==> config.mk <==
export PLATFORM = sky130hd
export DESIGN_NAME = sipo_rx
export DESIGN_NICKNAME = d
export VERILOG_FILES = /design/src/rtl/sipo_pkg.sv /design/src/rtl/sipo_bit_counter.sv /design/src/rtl/sipo_rx.sv
export SDC_FILE = /design/constraint.sdc
export NUM_CORES = 1
export LEC_CHECK = 0
export CAP_MARGIN = 20
export CORE_MARGIN = 1
export CORE_UTILIZATION = 45
export DETAILED_ROUTE_END_ITERATION = 6
export GPL_TIMING_DRIVEN = 0
export HOLD_SLACK_MARGIN = 0.02
export PLACE_DENSITY = 0.68
export SYNTH_ARGS = -nofsm -noshare
export SYNTH_HDL_FRONTEND = slang
export SYNTH_SLANG_ARGS = --single-unit
==> constraint.sdc <==
create_clock -name clk -period 1.4 [get_ports clk]
set_input_delay 0.14 -clock clk [delete_from_list [all_inputs] [get_ports clk]]
set_output_delay 0.14 -clock clk [all_outputs]
set_load 0.01 [all_outputs]
==> src/rtl/sipo_pkg.sv <==
// sipo_pkg: shared types and constants for the sipo_rx serial receiver.
// The frame length depends on the optional parity feature, enabled by
// defining SIPO_RX_PARITY_EN.
package sipo_pkg;

    localparam int SIPO_WIDTH_DEFAULT = 8;

    typedef enum logic [1:0] {
        IDLE  = 2'd0,
        SHIFT = 2'd1,
        HOLD  = 2'd2
    } sipo_state_t;

    // Number of strobed bits in one frame: the data bits, plus the trailing
    // even-parity bit when parity is built in.
    function automatic int sipo_frame_bits(input int width);
`ifdef SIPO_RX_PARITY_EN
        return width + 1;
`else
        return width;
`endif
    endfunction

endpackage

==> src/rtl/sipo_bit_counter.sv <==
// sipo_bit_counter: frame bit counter for sipo_rx. Counts sampled bits from 0
// up to LAST, flags the terminal count, and wraps to 0 when the last bit is
// counted. A synchronous clear restarts the frame.
module sipo_bit_counter #(
    parameter int CW   = 4,
    parameter int LAST = 7
) (
    input  logic          clk,
    input  logic          reset,
    input  logic          clear,
    input  logic          incr,
    output logic [CW-1:0] count,
    output logic          terminal
);

    assign terminal = (count == CW'(LAST));

    // Count one per sampled bit; clear has priority so a restart always wins.
    // NOTE: sequential state is assigned with <= so every flop samples the
    // pre-edge values and simulation order between blocks cannot matter.
    always_ff @(posedge clk or posedge reset) begin
        if (reset) begin
            count <= '0;
        end else if (clear) begin
            count <= '0;
        end else if (incr) begin
            count <= terminal ? '0 : count + CW'(1);
        end
    end

endmodule

==> src/rtl/sipo_rx.sv <==
// sipo_rx: serial-in / parallel-out receiver. Bits arrive LSB first under a
// bit strobe after a frame-start strobe; the assembled word is held with
// data_valid until the consumer acknowledges it.
// Optional feature: define SIPO_RX_PARITY_EN to append one even-parity bit to
// each frame and report the check result on parity_err.
module sipo_rx
    import sipo_pkg::*;
#(
    parameter int WIDTH = SIPO_WIDTH_DEFAULT
) (
    input  logic             clk,
    input  logic             reset,
    input  logic             sipo_start,
    input  logic             sipo_enable,
    input  logic             serial_in,
    input  logic             data_ack,
    output logic [WIDTH-1:0] data_out,
    output logic             data_valid,
    output logic             busy,
    output logic             overrun,
    output logic             parity_err
);

    localparam int FRAME_BITS = sipo_frame_bits(WIDTH);
    localparam int CW         = $clog2(WIDTH + 1);

    sipo_state_t      state_q;
    sipo_state_t      state_d;
    logic             clear_cnt;
    logic             incr_cnt;
    logic             load_word;
    logic             set_overrun;
    logic [CW-1:0]    bit_cnt;
    logic             cnt_last;
    logic             data_bit;
    logic [WIDTH-1:0] shreg;

    sipo_bit_counter #(
        .CW   (CW),
        .LAST (FRAME_BITS - 1)
    ) u_bit_counter (
        .clk      (clk),
        .reset    (reset),
        .clear    (clear_cnt),
        .incr     (incr_cnt),
        .count    (bit_cnt),
        .terminal (cnt_last)
    );

    // Positions below WIDTH carry data; the one after them is the parity bit.
    assign data_bit   = (bit_cnt < CW'(WIDTH));
    assign busy       = (state_q == SHIFT);
    assign data_valid = (state_q == HOLD);

    // State register.
    always_ff @(posedge clk or posedge reset) begin
        if (reset) begin
            state_q <= IDLE;
        end else begin
            state_q <= state_d;
        end
    end

    // Next-state and datapath control decode.
    always_comb begin
        // NOTE: every output of this block gets a default first, so no path
        // through the case statement can leave one unassigned and infer a latch.
        state_d     = state_q;
        clear_cnt   = 1'b0;
        incr_cnt    = 1'b0;
        load_word   = 1'b0;
        set_overrun = 1'b0;
        case (state_q)
            IDLE: begin
                if (sipo_start) begin
                    clear_cnt = 1'b1;
                    state_d   = SHIFT;
                end
            end
            SHIFT: begin
                if (sipo_start) begin
                    // Abort the partial frame and start over.
                    clear_cnt = 1'b1;
                end else if (sipo_enable) begin
                    incr_cnt = 1'b1;
                    if (cnt_last) begin
                        load_word = 1'b1;
                        state_d   = HOLD;
                    end
                end
            end
            HOLD: begin
                if (data_ack) begin
                    if (sipo_start) begin
                        clear_cnt = 1'b1;
                        state_d   = SHIFT;
                    end else begin
                        state_d = IDLE;
                    end
                end else if (sipo_start) begin
                    // Word still unread: flag the lost start, keep the word.
                    set_overrun = 1'b1;
                end
            end
            default: state_d = IDLE;
        endcase
    end

    // Shift register: serial_in enters the MSB so the first bit ends in bit 0.
    // NOTE: the shift register is reset along with the control state so a
    // word abandoned by reset can never reappear on data_out.
    always_ff @(posedge clk or posedge reset) begin
        if (reset) begin
            shreg <= '0;
        end else if (clear_cnt) begin
            shreg <= '0;
        end else if (incr_cnt && data_bit) begin
            shreg <= {serial_in, shreg[WIDTH-1:1]};
        end
    end

    // Output word register, loaded on the edge that samples the last bit.
    always_ff @(posedge clk or posedge reset) begin
        if (reset) begin
            data_out <= '0;
        end else if (load_word) begin
`ifdef SIPO_RX_PARITY_EN
            data_out <= shreg;
`else
            data_out <= {serial_in, shreg[WIDTH-1:1]};
`endif
        end
    end

    // Sticky overrun flag; only reset clears it.
    always_ff @(posedge clk or posedge reset) begin
        if (reset) begin
            overrun <= 1'b0;
        end else if (set_overrun) begin
            overrun <= 1'b1;
        end
    end

`ifdef SIPO_RX_PARITY_EN
    logic par_acc;

    // Running XOR of the data bits of the current frame.
    always_ff @(posedge clk or posedge reset) begin
        if (reset) begin
            par_acc <= 1'b0;
        end else if (clear_cnt) begin
            par_acc <= 1'b0;
        end else if (incr_cnt && data_bit) begin
            par_acc <= par_acc ^ serial_in;
        end
    end

    // Even-parity result captured with the word and held with it.
    always_ff @(posedge clk or posedge reset) begin
        if (reset) begin
            parity_err <= 1'b0;
        end else if (load_word) begin
            parity_err <= par_acc ^ serial_in;
        end
    end
`else
    assign parity_err = 1'b0;
`endif

endmodule

==> out/qor.txt <==
run status - finished with violations
failing checks - negative setup slack
Slew Limit Fails - 0
final wirelength - 2.01 mm
CTS Buf Count - 3
1st-pass router iterations - 4
fmax - 0.681 GHz
first-pass GRT wire length - 3.39 mm
IO buf count - 16
Clock Tree Buf Depth - 2
peak supply drop - 0.000782 V
total global-route track usage - 18.3%
chip width - 49.9 um
GPL Wtd Cong - 0.739
CTS tree - done
RSZ-0062 raised after global routing - yes
Layout Cells excl Fill - 146
core area - 2060 um2
setup tns final - -0.449 ns
Final min period - 1.47 ns
syn avg cell area - 11.9 um2
antenna cell count - 0
post-synth cell types - 25
crit-path max FO - 4
commonest non-fill, non-tap cell in the layout - dfrtp_1
power density over cell area - 878 nW/um2
post-DP HPWL - 1.23 mm
commonest cells after routing, fill and taps aside - dfrtp_1 (21), buf_4 (13), inv_1 (10), clkdlybuf4s50_1 (10)
Static Leak - 0.000700 uW
endpoints failing setup - 15
Post-Syn Nets - 94
clk_skew - 0.00879 ns
number of fill cells - 151
initial drt markers - 13
CP endpoint kind - flip-flop
DRC - 0
clk sinks - 22
CP required - 1.64 ns
CTS root buffer - clkbuf_4
die footprint - 2490 um2
Initial Utilization - 50.1%
cell taking the most area after synthesis - dfrtp_1
Routed Antenna Nets - 0
Layout area overhead - 34.5%
Critical Path AT - 1.71 ns
FP Rows - 16
Synth area leaders - dfrtp_1 (53%), mux2_4 (12%), o31ai_1 (5.1%), nand3_1 (3.9%), inv_1 (3.6%)
Seq/Total Area, Yosys - 53.3%
# nets final - 127
Least-Margin Pin Slew - 0.815 ns
Hold Path Class - input port to asynchronous set/reset pin
via/cell ratio - 5.05
Rel. slew slack - 45.6%
maximum capacitance violations - 0
Cells after Synth - 87
layout cells sized above 1 - 31.9%
# IOs - 18
largest net degree at the start of global routing - 23
worst setup path class - flip-flop to flip-flop
Post-Route Utilization - 67.4%
placed cells - 130
Yosys warning count - 0
clock latency on the worst-skew pair - 0.31 ns
Final Hold Fails - 0
hold slack - 0.269 ns
gr ovfl total - 0
CP startpoint kind - flip-flop
H-tree Lvls - 1
Tcrit/Tclk final - 105%
final setup margin - -0.0678 ns
wire per inst - 13.8 um
initial antenna violation count - 0
vias in the first global route - 716
CTS clock-pin slew for the worst setup and hold paths - 0.13 ns
share of the synthesized area in the top cell type - 53.3%
synthesized flop and latch total - 22
Die Y-Extent - 49.9 um
total number of vias - 737
Mapped Area - 1030 um2
[cells in the mapped netlist, drive strengths merged]
cell type	number
and4bb	1
inv	10
dfrtp	22
or3	2
conb	1
nand3	8
buf	4
nand2b	1
nand2	4
nor2	1
a21boi	1
and3b	1
and2	1
or4	1
ha	1
o31ai	7
o21ai	2
mux2	8
or2	1
a21oi	4
nand4bb	1
a21o	2
nor2b	3
[cell families after synthesis]
family / Yosys count / share of synthesized area [%]
adders and majority gates: 1 / 1.21
AOI/OAI and AO/OA: 16 / 10.2
other: 1 / 0.363
muxes: 8 / 11.6
buffers and inverters: 14 / 7.03
and+or+nand+nor: 25 / 16.2
DFF: 22 / 53.3
[layout make-up]
type                            count  area [um2]  share of cell area (%)
Buffer                              3        26.3                    1.89
Clock buffer                        3        22.5                    1.62
Clock inverter                      1        30.0                    2.16
Inverter                           10        37.5                    2.70
Multi-Input combinational cell     52         433                    31.2
Sequential cell                    22         552                    39.7
Tap cell                           27        33.8                    2.43
Timing Repair Buffer               28         254                    18.3
[registers in the layout, summed over array words and instances (netlist names)]
register,cells
overrun,1
data_out,8
shreg,7
state_q,2
u_bit_counter.count,4
[worst max-delay path, cell delays in order (launching register included)]
cell and delay [ns]:
dfrtp_1 0.42, buf_6 0.13, nand4bb_4 0.23, or4_4 0.50
a21oi_2 0.13
[stage by stage]
stage | instance area, um2 | worst slack (ns) | power [uW]
after floorplan | 1040 | -0.0440 | 704
after detailed placement | 1230 | -0.376 | 734
after global routing | 1390 | -0.135 | 1270
final | 1390 | -0.0678 | 1220
after global placement | 1230 | -0.358 | 733
after CTS | 1360 | -0.0804 | 1230
[power breakdown]
group / internal, uW / switching (uW) / total, uW / leakage [uW]
Clock: 289 / 195 / 484 / 0.0000279
Sequential: 643 / 6.23 / 649 / 0.000300
Combinational: 40.7 / 45.3 / 86.0 / 0.000372
Total: 973 / 247 / 1220 / 0.000700
[final timing paths]
kind	from	endpoint	slack, ns	cells after the start
worst max register to register	state_q[1]	u_bit_counter.count[3]	-0.07	4
worst max-delay path	state_q[1]	u_bit_counter.count[3]	-0.07	4
worst min register to register	overrun	overrun	0.47	1
min in group clk	serial_in	shreg[7]	0.43	3
max in group asynchronous	reset	state_q[0]	0.57	2
worst min-delay path	reset	data_out[7]	0.27	2
[layer usage]
metal | GRT usage, % | share of wire [%] | up-vias
met1 | 24.5 | 48 | 354
li1 | - | - | 362
met5 | 0 | 0 | -
met4 | 2.86 | 0.75 | 0
met3 | 5.86 | 4.1 | 2
met2 | 29.3 | 47 | 19
[repair_timing]
action | in CTS | in global routing
pin swaps | 3 | 3
setup buffers | 9 | 3
cloned | 1 | 0
gates resized for setup | 11 | 8
setup endpoints to repair | 19 | 27
hold buffers | 0 | 0
(Power assumes the default switching activity.)
==> RTL edit 1: new RTL, same settings <==
Change the package constant `SIPO_WIDTH_DEFAULT` from 8 to 16.
--- a/src/rtl/sipo_pkg.sv
+++ b/src/rtl/sipo_pkg.sv
@@ -4,5 +4,5 @@
 package sipo_pkg;
 
-    localparam int SIPO_WIDTH_DEFAULT = 8;
+    localparam int SIPO_WIDTH_DEFAULT = 16;
 
     typedef enum logic [1:0] {
Ports: changed (resized data_out); port bits go from 18 to 26. No check against the original RTL was run, so the function may have changed too.
==> RTL edit 1 against the original RTL <==
- critical path type unchanged
- design area is 65% higher
- combinational power is 47% higher
- worst setup slack got worse by 0.21 ns
- sequential cell count is 17 higher
- maximum frequency fell by 12%
- routed wire length grew 60%
- the run still ends with negative setup slack left
- total power is 62% higher
- sequential power grew 76%
- area after synthesis grew 55%
==> RTL edit 1: results (changes against the original RTL) <==
Placement
  • GP Congestion: 0.6864 (was 0.7386)
  • Pre-CTS setup slack: -0.4631 ns (was -0.3755 ns)
  • Post-DP Area: 1901 um2 (was 1232 um2)
  • Dpl cells: 180 (was 130)

Yosys
  • Synth Instances: 110 (was 87)
  • Synth cell count leaders: dfrtp_1 (39), a22o_1 (15), mux2_2 (9) (was dfrtp_1 (22), inv_1 (10), mux2_4 (8), nand3_1 (8), o31ai_1 (7))
  • Mapped Nets: 117 (was 94)
  • Seq/Total Area, Yosys: 60.89% (was 53.33%)
  • Synth top area cells: dfrtp_1 (61%), a22o_1 (8.2%), mux2_4 (6.6%) (was dfrtp_1 (53%), mux2_4 (12%), o31ai_1 (5.1%))

STA
  • Final setup vio count: 38 (was 15)
  • Skew final: 0.008545 ns (was 0.008793 ns)
  • WHS: 0.2554 ns (was 0.2685 ns)
  • Setup_tns: -7.278 ns (was -0.4489 ns)
  • Setup WS post-layout: -0.2733 ns (was -0.06777 ns)

Clocking
  • Clock transition at path regs: 0.11 ns (was 0.13 ns)
  • CTS H-tree depth: 2 (was 1)
  • Worst-Skew Late Latency: 0.34 ns (was 0.31 ns)

GRT
  • M1 GR Usage: 24.26% (was 24.51%)
  • Pin count of the biggest net entering global routing: 40 (was 23)
  • Global-route wire length before repair: 4.788 mm (was 3.394 mm)
  • M3 GR Usage: 5.672% (was 5.864%)
  • All-Layer GR Usage: 18.28% (was 18.30%)
  • Vias in the first global route: 1033 (was 716)
  • GR Layer Usage met2: 28.42% (was 29.28%)

Final layout
  • Share of cells above drive strength 1: 40.49% (was 31.93%)
  • Layout Nets: 170 (was 127)
  • Fill cell instance count of the final layout: 265 (was 151)
  • Top flop regs: data_out: 16 flops, shreg: 15 flops, u_bit_counter.count: 5 flops (was data_out: 8 flops, shreg: 7 flops, u_bit_counter.count: 4 flops)

Status
  • Outcome: complete, but fails checks (unchanged)
  • Failing checks: negative setup slack (unchanged)

Drt
  • Routed WL: 3.222 mm (was 2.012 mm)
  • DR WL/cell: 15.42 um (was 13.78 um)
  • DRC violations left: 0 (unchanged)
  • Initial DRC Count: 17 (was 13)
  • DR vias: 1079 (was 737)

Critical path
  • Worst EP arrival: 1.91 ns (was 1.71 ns)
  • CP max FO: 8 (was 4)
  • R2R cell count: 5 (was 4)
  • Largest stage delay, worst path: 0.42 ns (was 0.50 ns)

Power and ir drop
  • Peak VDD IR: 740.5 uV (was 782.1 uV)
  • Leakage power: 1.340 nW (was 0.7005 nW)
==> RTL edit 1: changes by cell type after synthesis, sizes merged, moves of 2 or more <==
| cell | change |
|---|---|
| a21oi | -3 |
| dfrtp | +17 |
| nand2 | -4 |
| a22o | +15 |
| and2b | +2 |
| clkbuf | +2 |
| nand3 | -6 |
| mux2 | +8 |
| nor3 | +2 |
| inv | -8 |
| o31ai | -7 |
==> RTL edit 1: power breakdown <==
part / total [mW] / internal, mW / switching (mW)
clock network: 0.706 / 0.368 / 0.338
registers: 1.14 / 1.13 / 0.00543
logic: 0.126 / 0.0597 / 0.0665
==> RTL edit 1: routing by layer <==
layer | vias up | wire length, um
li1 | 501 | -
met1 | 550 | 1495
met2 | 22 | 1551
met3 | 6 | 130
met4 | 0 | 44
met5 | - | 0
==> RTL edit 1: area by class of cell <==
class                      instances  area (um2)  share of cell area [%]
clock buffer                       6       41.29                   1.800
timing repair buffer              46       457.9                   19.97
multi-input combinational         62       643.1                   28.04
sequential                        39       975.9                   42.55
buffer                             7       80.08                   3.492
inverter                           2       7.507                  0.3273
tap                               46       57.56                   2.510
clock inverter                     1       30.03                   1.309
==> RTL edit 1: cells by family (layout without fill, tap and decap cells) <==
logic type	Yosys count	in the layout	share of synthesized area, %
DFF	39	39	60.89
AOI/OAI and AO/OA	22	22	10.85
and+or+nand+nor	20	20	9.055
muxes	17	17	13.51
buffers and inverters	9	62	4.137
adders and majority gates	1	1	0.7805
other	1	1	0.2340
xor gates and xnor gates	1	1	0.5465
==> RTL edit 1: worst max-delay path by stage <==
stage               cells past startpoint  slack (ns)                   start                       end
floorplan                               5       -0.15  state_q[1]$_DFFE_PP0P_   data_out[0]$_DFFE_PP0P_
global placement                        6       -0.45             sipo_enable   data_out[0]$_DFFE_PP0P_
detailed placement                      6       -0.46             sipo_enable  data_out[11]$_DFFE_PP0P_
CTS                                     5       -0.22  state_q[1]$_DFFE_PP0P_  data_out[14]$_DFFE_PP0P_
global route                            5       -0.35  state_q[1]$_DFFE_PP0P_  data_out[14]$_DFFE_PP0P_
finish                                  5       -0.27  state_q[1]$_DFFE_PP0P_  data_out[14]$_DFFE_PP0P_
==> RTL edit 1: timing repair <==
item / CTS / global route
setup buffers: 15 / 6
pin swaps: 12 / 14
hold buffers: 0 / 0
cloned: 1 / 0
setup endpoints to repair: 35 / 52
resized for setup: 34 / 25
==> RTL edit 1: worst register-to-register path: cells and delay by family, from the launching register on <==
| kind | cells | cell delay [ns] |
|---|---|---|
| AND/OR/NAND/NOR | 2 | 0.53 |
| flip-flops | 1 | 0.42 |
| buffers and inverters | 2 | 0.31 |
| multiplexers | 1 | 0.30 |
==> RTL edit 2: new RTL, same flow settings <==
Without the edit above. Put one more register stage on the output `overrun`, with the module's reset. The value now appears one clock later. The other outputs are not delayed to match.
--- a/src/rtl/sipo_rx.sv
+++ b/src/rtl/sipo_rx.sv
@@ -24,4 +24,6 @@
     localparam int FRAME_BITS = sipo_frame_bits(WIDTH);
     localparam int CW         = $clog2(WIDTH + 1);
+
+    logic overrun_s0;
 
     sipo_state_t      state_q;
@@ -136,7 +138,7 @@
     always_ff @(posedge clk or posedge reset) begin
         if (reset) begin
-            overrun <= 1'b0;
+            overrun_s0 <= 1'b0;
         end else if (set_overrun) begin
-            overrun <= 1'b1;
+            overrun_s0 <= 1'b1;
         end
     end
@@ -168,4 +170,12 @@
 `endif
 
+    always_ff @(posedge clk or posedge reset) begin
+        if (reset) begin
+            overrun <= '0;
+        end else begin
+            overrun <= overrun_s0;
+        end
+    end
+
 endmodule
 
Check against the original RTL: no difference found for any inputs over 10 cycles, from zero or initial values and one cycle with reset high; that may be too few to reach the edited logic, so the function may still have changed.
==> RTL edit 2 against the original RTL <==
- the run still ends with negative setup slack left
- sequential cell count grew 1
- design area fell by 1.6%
- routed wire length fell by 5.5%
- synthesized cell count fell by 15%
- sequential share of layout area up 2.5 points
- clock power shrank 39%
- die area shrank 5.9%
- combinational power is 13% higher
- area after synthesis fell by 6.2%
- total power down 12%
- core utilization grew 0.90 points
- worst setup slack better by 0.0072 ns
- critical path type unchanged
==> RTL edit 2: results (changes against the original RTL) <==
Drt
  • Routed WL: 1.902 mm (was 2.012 mm)
  • Via density: 5.429 (was 5.048)
  • Initial DRC Count: 10 (was 13)

Final layout
  • Layout Nets: 114 (was 127)
  • Share of cells above drive strength 1: 39.62% (was 31.93%)

Critical path
  • Largest stage delay, worst path: 0.38 ns (was 0.50 ns)
  • Worst EP arrival: 1.66 ns (was 1.71 ns)
  • CP top delay family: flip-flops (was simple AND/OR/NAND/NOR gates)

Yosys
  • Synth cell count leaders: dfrtp_1 (23), mux2_2 (8), a32o_1 (7) (was dfrtp_1 (22), inv_1 (10), mux2_4 (8), nand3_1 (8), o31ai_1 (7))
  • Synth top area cells: dfrtp_1 (59%), mux2_2 (9.3%), a32o_1 (7.2%) (was dfrtp_1 (53%), mux2_4 (12%), o31ai_1 (5.1%))
  • Seq/Total Area, Yosys: 59.43% (was 53.33%)
  • Synth cell types: 27 (was 25)
  • Mapped Nets: 81 (was 94)

Placement
  • GP Congestion: 0.7125 (was 0.7386)
  • Post-DP Area: 1167 um2 (was 1232 um2)

Power and ir drop
  • Peak VDD IR: 538.0 uV (was 782.1 uV)
  • Leakage power: 0.6232 nW (was 0.7005 nW)
  • Int Pwr: 825.7 uW (was 973.1 uW)

STA
  • Skew final: 0.002435 ns (was 0.008793 ns)
  • Final setup vio count: 11 (was 15)
  • Setup WS post-layout: -0.06056 ns (was -0.06777 ns)
  • Rel. slew slack: 43.57% (was 45.59%)

GRT
  • M1 GR Usage: 24.17% (was 24.51%)
  • Pin count of the biggest net entering global routing: 24 (was 23)
  • Global-route wire length before repair: 3.036 mm (was 3.394 mm)
  • All-Layer GR Usage: 17.07% (was 18.30%)
  • Vias in the first global route: 700 (was 716)
  • M3 GR Usage: 2.201% (was 5.864%)
  • GR Layer Usage met2: 26.06% (was 29.28%)

Status
  • Failing checks: negative setup slack (unchanged)
  • Outcome: complete, but fails checks (unchanged)

Worst hold path
  • Hold Crit Class: input pin to flop (was input pin to async pin)
## RTL edit 2: cell count changes after synthesis, moves of 2 or more
cell     change
buf_6        -2
nand3_1      -7
inv_1        -6
mux2_2       +8
o31ai_1      -7
mux2_4       -8
a32o_1       +7
## RTL edit 2: worst paths after layout
| path | endpoint | slack [ns] | from | depth (start not counted) |
|---|---|---|---|---|
| worst min-delay path | overrun_s0$_DFFE_PP0P_ | 0.27 | sipo_start | 2 |
| min in group asynchronous | data_out[1]$_DFFE_PP0P_ | 0.29 | reset | 2 |
| worst max-delay path | data_out[7]$_DFFE_PP0P_ | -0.06 | u_bit_counter.count[0]$_DFFE_PP0P_ | 5 |
| worst min register to register | overrun$_DFF_PP0_ | 0.40 | overrun_s0$_DFFE_PP0P_ | 0 |
| max in group asynchronous | state_q[0]$_DFFE_PP0P_ | 0.54 | reset | 2 |
| worst max register to register | data_out[7]$_DFFE_PP0P_ | -0.06 | u_bit_counter.count[0]$_DFFE_PP0P_ | 5 |
## RTL edit 2: per-layer routing
layer / vias up / routed length, um
met5: - / 0
met4: 0 / 14
met3: 2 / 58
met2: 14 / 904
met1: 369 / 925
li1: 337 / -
## RTL edit 2: logic make-up (layout without fill, tap and decap cells)
kind of cell	count (synthesis)	count (layout)	share of synthesized area, %
adder cells (fa/ha/maj)	1	1	1.292
AND/OR/NAND/NOR	17	18	13.05
other	1	1	0.3872
flip-flops	23	23	59.43
multiplexers	8	8	9.303
AO/OA/AOI/OAI	18	18	13.70
buffers and inverters	6	37	2.842
## RTL edit 2: what timing repair did
action                                  CTS  global route
gates resized for setup                  18            15
cloned                                    1             0
pin swaps                                 6             6
hold endpoints to repair                  0             0
endpoints found under the setup margin   18            21
buffers inserted                          9             2
## RTL edit 2: area by class of cell
cell class              instances  area (um2)
plain buffers                   2       12.51
clock inverters                 1       5.005
clock buffers                   3       22.52
inverters                       4       15.01
well taps                      27       33.78
repair buffers                 27       245.2
multi-input cells              46       455.4
flip-flops and latches         23       576.8
fillers                       153       635.6
## RTL edit 2: power groups by stage
stage | clock [mW] | sequential [mW] | combinational [mW]
CTS | 0.308 | 0.682 | 0.0887
finish | 0.297 | 0.682 | 0.0976
global route | 0.334 | 0.684 | 0.106
global placement | 0 | 0.696 | 0.0763
floorplan | 0 | 0.695 | 0.0434
detailed placement | 0 | 0.696 | 0.0770
## RTL edit 2: per-stage QoR
step,power (mW),TNS [ns],instances,hold slack (ns)
floorplan,0.7387,0,74,0.1419
global placement,0.7718,-4.228,117,0.3702
detailed placement,0.7730,-4.368,117,0.3715
CTS,1.079,-0.7524,131,0.3244
global route,1.124,-0.9720,133,0.2725
finish,1.077,-0.3557,133,0.2689
